$ cat config.mk
export PLATFORM = sky130hd
export DESIGN_NAME = dem_switch_block
export DESIGN_NICKNAME = d
export VERILOG_FILES = /design/src/rtl/dem_switch_block.sv
export SDC_FILE = /design/constraint.sdc
export NUM_CORES = 1
export LEC_CHECK = 0
export BUFFER_PORTS_ARGS = -buffer_cell sky130_fd_sc_hd__clkbuf_2
export CAP_MARGIN = 5
export CORE_UTILIZATION = 30
export CTS_CLUSTER_SIZE = 25
export DETAILED_ROUTE_END_ITERATION = 7
export PLACE_DENSITY = 0.54
export SKIP_LAST_GASP = 1
export SYNTH_ARGS = -nofsm -noshare
export SYNTH_HDL_FRONTEND = slang
export SYNTH_SLANG_ARGS = --single-unit
$ cat constraint.sdc
create_clock -name clk_i -period 1.95 [get_ports clk_i]
set_clock_uncertainty 0.15 [all_clocks]
set_input_delay 0 -clock clk_i [delete_from_list [all_inputs] [get_ports clk_i]]
set_output_delay 0 -clock clk_i [all_outputs]
set_load 0.02 [all_outputs]
$ cat src/rtl/dem_switch_block.sv
// dem_switch_block: one DEM tree node, splits a thermometer count into top/bottom sub-codes.
// Latency: one cycle from an accepted valid_i sample to valid_o and the data outputs.
// Backpressure: none; a new sample may be accepted on every rising edge of clk_i.
module dem_switch_block #(
    parameter int IN_W  = 4,
    parameter int CNT_W = 16
) (
    input  logic             clk_i,
    input  logic             reset_i,
    input  logic             valid_i,
    input  logic [IN_W-1:0]  code_i,
    input  logic             pn_seq_i,
    input  logic [1:0]       mode_i,
    output logic             valid_o,
    output logic [IN_W-1:0]  top_o,
    output logic [IN_W-1:0]  bot_o,
    output logic [1:0]       sel_o,
    output logic             pn_used_o,
    output logic [1:0]       state_o,
    output logic [CNT_W-1:0] odd_cnt_o
);

    localparam logic [1:0] MODE_FIXED = 2'b00;
    localparam logic [1:0] MODE_SHAPE = 2'b10;
    localparam logic [1:0] ST_ZERO    = 2'b00;
    localparam logic [1:0] ST_POS     = 2'b01;
    localparam logic [1:0] ST_NEG     = 2'b11;
    localparam logic [1:0] SEL_POS    = 2'b01;
    localparam logic [1:0] SEL_NEG    = 2'b11;
    localparam logic [1:0] SEL_ZERO   = 2'b00;

    logic             r_valid;
    logic [IN_W-1:0]  r_top;
    logic [IN_W-1:0]  r_bot;
    logic [1:0]       r_sel;
    logic             r_pn_used;
    logic [1:0]       r_state;
    logic [1:0]       r_last_mode;
    logic [CNT_W-1:0] r_odd_cnt;

    logic             w_odd;
    logic [1:0]       w_state_eff;
    logic             w_s_pos;
    logic             w_pn_used;
    logic [1:0]       w_state_next;
    logic [IN_W:0]    w_x_ext;
    logic [IN_W:0]    w_x_plus;
    logic [IN_W:0]    w_x_minus;
    logic [IN_W-1:0]  w_top;
    logic [IN_W-1:0]  w_bot;
    logic [1:0]       w_sel;

    // Choose the sign s for this sample and the next shaping state.
    always_comb begin
        w_odd        = code_i[0];
        // A mode change clears the shaping state before s is derived.
        w_state_eff  = (mode_i != r_last_mode) ? ST_ZERO : r_state;
        w_s_pos      = 1'b1;
        w_pn_used    = 1'b0;
        w_state_next = w_state_eff;
        if (w_odd) begin
            case (mode_i)
                MODE_FIXED: begin
                    w_s_pos = 1'b1;
                end
                MODE_SHAPE: begin
                    if (w_state_eff == ST_ZERO) begin
                        w_s_pos      = pn_seq_i;
                        w_pn_used    = 1'b1;
                        w_state_next = pn_seq_i ? ST_POS : ST_NEG;
                    end else begin
                        // Cancel the stored imbalance: s = -state.
                        w_s_pos      = (w_state_eff == ST_NEG);
                        w_state_next = ST_ZERO;
                    end
                end
                default: begin
                    w_s_pos   = pn_seq_i;
                    w_pn_used = 1'b1;
                end
            endcase
        end
    end

    // Split the code at IN_W+1 bits so x+1 cannot overflow before the shift.
    always_comb begin
        w_x_ext   = {1'b0, code_i};
        w_x_plus  = w_x_ext + {{IN_W{1'b0}}, 1'b1};
        w_x_minus = w_x_ext - {{IN_W{1'b0}}, 1'b1};
        w_top     = code_i >> 1;
        w_bot     = code_i >> 1;
        w_sel     = SEL_ZERO;
        if (w_odd) begin
            w_top = w_s_pos ? w_x_plus[IN_W:1]  : w_x_minus[IN_W:1];
            w_bot = w_s_pos ? w_x_minus[IN_W:1] : w_x_plus[IN_W:1];
            w_sel = w_s_pos ? SEL_POS : SEL_NEG;
        end
    end

    // Register outputs; state, last mode and statistics only advance on accepted samples.
    always_ff @(posedge clk_i or posedge reset_i) begin
        if (reset_i) begin
            r_valid     <= 1'b0;
            r_top       <= '0;
            r_bot       <= '0;
            r_sel       <= SEL_ZERO;
            r_pn_used   <= 1'b0;
            r_state     <= ST_ZERO;
            r_last_mode <= MODE_FIXED;
            r_odd_cnt   <= '0;
        end else begin
            r_valid   <= valid_i;
            r_pn_used <= valid_i & w_pn_used;
            if (valid_i) begin
                r_top       <= w_top;
                r_bot       <= w_bot;
                r_sel       <= w_sel;
                r_state     <= w_state_next;
                r_last_mode <= mode_i;
                if (w_odd && (r_odd_cnt != {CNT_W{1'b1}})) begin
                    r_odd_cnt <= r_odd_cnt + {{(CNT_W-1){1'b0}}, 1'b1};
                end
            end
        end
    end

    assign valid_o   = r_valid;
    assign top_o     = r_top;
    assign bot_o     = r_bot;
    assign sel_o     = r_sel;
    assign pn_used_o = r_pn_used;
    assign state_o   = r_state;
    assign odd_cnt_o = r_odd_cnt;

endmodule

==> flow_summary.ini <==
[sta]
drv_slew = 0
clock.fmax_mhz = 563
post-route-period-util_pct = 91.1
rsz0062_at_grt = false
tightestPinTransition_ns = 0.416
slew_headroom_pct = 71.9
holdWs_ns = 0.0110
fin_crit_ns = 1.78
finalSetupViolCount = 0
setup-tns-final_ns = 0
hold_viol = 0

[worst_setup_path]
critPathArrivalTime_ns = 1.80
reg2reg_from = odd_cnt_o[6]
r2r-end = odd_cnt_o[15]
cp_max_fo = 6
cp-end-kind = flop
cpPeakStageDelay_ns = 0.41
path_buf_inv = 0
crit_type = reg -> reg
slowest_stage = dfrtp_1
crit_required_ns = 1.97
reg2regPathDepth = 4
crit_family = simple AND/OR/NAND/NOR gates
critical_path.cell_chain = nand4_2 > or2_1 > nor4_2 > mux2_1
reg2reg_slack_ns = 0.17
start_kind = flop

[synth]
syn_area_um2 = 1720
ys_ff_latch = 32
post_synth.cell_area_avg_um2 = 10.1
yosysUniqueCellTypes = 43
yosysTopAreaCell = dfrtp_1
ys_top_cells_by_area = dfrtp_1, xor2_1, a21oi_1, nor4_2, o21ai_0
synth_edf_count = 0
syn_inst = 171
synth_fp_nets = 184
synth_top_area_share_pct = 46.5
synth_seq_area_share_pct = 46.5
async_flop_share_pct = 100
yosysWarnings = 0
synthFlopType = dfrtp_1

[cells_and_area]
final_core_util_pct = 40.7
regArea_um2 = 801
diodes = 0
nFillCells = 562
syn2layout_area_growth_pct = 30.1
nets = 244
multiInputGateArea_um2 = 855
final_layout_size_suffix_gt1_share_pct = 33.2
postLayoutCellArea_um2 = 2240

[run_status]
outcome = complete, no violations

[global_routing]
track_usage_pct = 15.4
grtUsageMet3_pct = 3.88
grt_pass1_wl_mm = 7.34
grt_max_degree = 22
use_met1_pct = 19.1
grt-busiest-layer = met2
grt_antenna_before_repair = 0
grt_pass1_vias = 1571
grt_util_met2_pct = 25.0
overflow = 0

[worst_hold_path]
holdPathEnd = bot_o[2]
worstHoldStart = code_i[1]
min_path_cells = 5
min_path_type = in -> reg

[detailed_routing]
detail-route-antenna-nets = 0
drt_iter0_drc = 79
drc_errors = 0
viasPerCell = 5.03
drt-pass1-iter-count = 4
drt_wl_total_mm = 4.17
wl_per_cell_um = 13.7
vias = 1530

[place]
port_buffers = 39
place_congestion = 0.819
place_hpwl_mm = 3.07
placed_area_um2 = 2080

[pwr]
max-vdd-ir-drop_v = 0.000401
leakage_nw = 1.06
cellPowerDensity_nw_per_um2 = 902

[cts]
clk_latency_ns = 0.29
cts_resized = 0
h-tree-depth = 2
clock_sinks = 32
clockRootBuffer = clkbuf_8
cts_buffer_depth = 2
cts_tree = yes
cts_buffers = 5
clk_pin_slew_ns = 0.07

[floorplan]
die_w_um = 77.8
io_pins = 40
fp-row-count = 27
core_um2 = 5510
fp.dieArea_um2 = 6050
initial_core_util_pct = 31.3
die_height_um = 77.8

[run]
maxCapViolCount = 0
## flip-flops by register name (all words and copies together) (netlist names)
| signal | cells |
|---|---|
| bot_o | 4 |
| r_last_mode | 2 |
| top_o | 4 |
| state_o | 2 |
| odd_cnt_o | 16 |
| valid_o | 1 |
| pn_used_o | 1 |
| sel_o | 2 |
## kinds of logic (layout without fill, tap and decap cells)
family	Yosys count	count (layout)	share of synthesized area, %
buffers and inverters	17	78	3.92
and+or+nand+nor	58	58	20.7
adders and majority gates	3	3	2.18
xor gates and xnor gates	13	13	6.61
muxes	4	4	2.61
AOI/OAI and AO/OA	44	44	17.5
DFF	32	32	46.5
## how the worst max path moves through the flow
stage / end / start / slack [ns] / cells past startpoint
after floorplan: odd_cnt_o[1] / odd_cnt_o[0] / 0.06 / 5
after global placement: odd_cnt_o[15] / odd_cnt_o[6] / 0.20 / 4
after detailed placement: odd_cnt_o[15] / odd_cnt_o[6] / 0.18 / 4
after CTS: odd_cnt_o[15] / odd_cnt_o[6] / 0.16 / 4
after global routing: odd_cnt_o[6] / odd_cnt_o[1] / 0.03 / 5
final: odd_cnt_o[15] / odd_cnt_o[6] / 0.17 / 4
## metal layers
layer	vias up	share of wire, %	wire length, µm
met5	-	0	0
met4	0	2.2	91
met3	12	4.4	184
met2	44	46	1920
met1	730	47	1980
li1	744	-	-
## worst min-delay path, cell delays in order
cell and delay, ns:
clkbuf_2 0.12, nand2_1 0.07, nor3_1 0.05, nand3_1 0.08
o211ai_1 0.08
## cell usage after synthesis (5+ instances only)
cell type and instances:
nor3_1 6, nand2_1 10, and3_1 5, dfrtp_1 32
a21oi_1 11, xor2_1 10, nor2_1 10, inv_1 10
o21ai_0 9, nand3_1 6
## power by group
group	switching (W)	internal, W	leakage, nW	total [W]
clock network	0.000253	0.000281	0.0510	0.000534
logic	0.000370	0.000248	0.609	0.000618
registers	0.000101	0.000770	0.400	0.000871
## layout by cell type (no fill, tap or decap), types with 4 or more instances in the layout
| cell | count |
|---|---|
| a211oi_1 | 4 |
| a21oi_1 | 11 |
| a31oi_1 | 4 |
| and3_1 | 5 |
| buf_4 | 13 |
| clkbuf_2 | 39 |
| clkbuf_8 | 6 |
| dfrtp_1 | 32 |
| dlygate4sd3_1 | 7 |
| inv_1 | 10 |
| nand2_1 | 10 |
| nand3_1 | 6 |
| nor2_1 | 10 |
| nor3_1 | 6 |
| nor4_2 | 4 |
| o211ai_1 | 4 |
| o21ai_0 | 9 |
| xor2_1 | 10 |
## layout make-up
type / instances / area share, %
Tap cell: 72 / 4.02
Multi-Input combinational cell: 122 / 38.1
Clock inverter: 2 / 0.446
Timing Repair Buffer: 59 / 16.2
Sequential cell: 32 / 35.7
Inverter: 11 / 1.84
Clock buffer: 6 / 3.68
## per-stage QoR
stage,total power [W],std cells,worst slack [ns]
global placement,0.00149,289,0.203
floorplan,0.00123,171,0.0581
global route,0.00216,304,0.0339
CTS,0.00206,304,0.161
detailed placement,0.00150,289,0.184
finish,0.00202,304,0.173
## repair_timing
action	in CTS	in global routing
hold buffers	7	0
endpoints found under the hold margin	29	0
buffers inserted	0	0
Power figures use the tool's default switching activity.
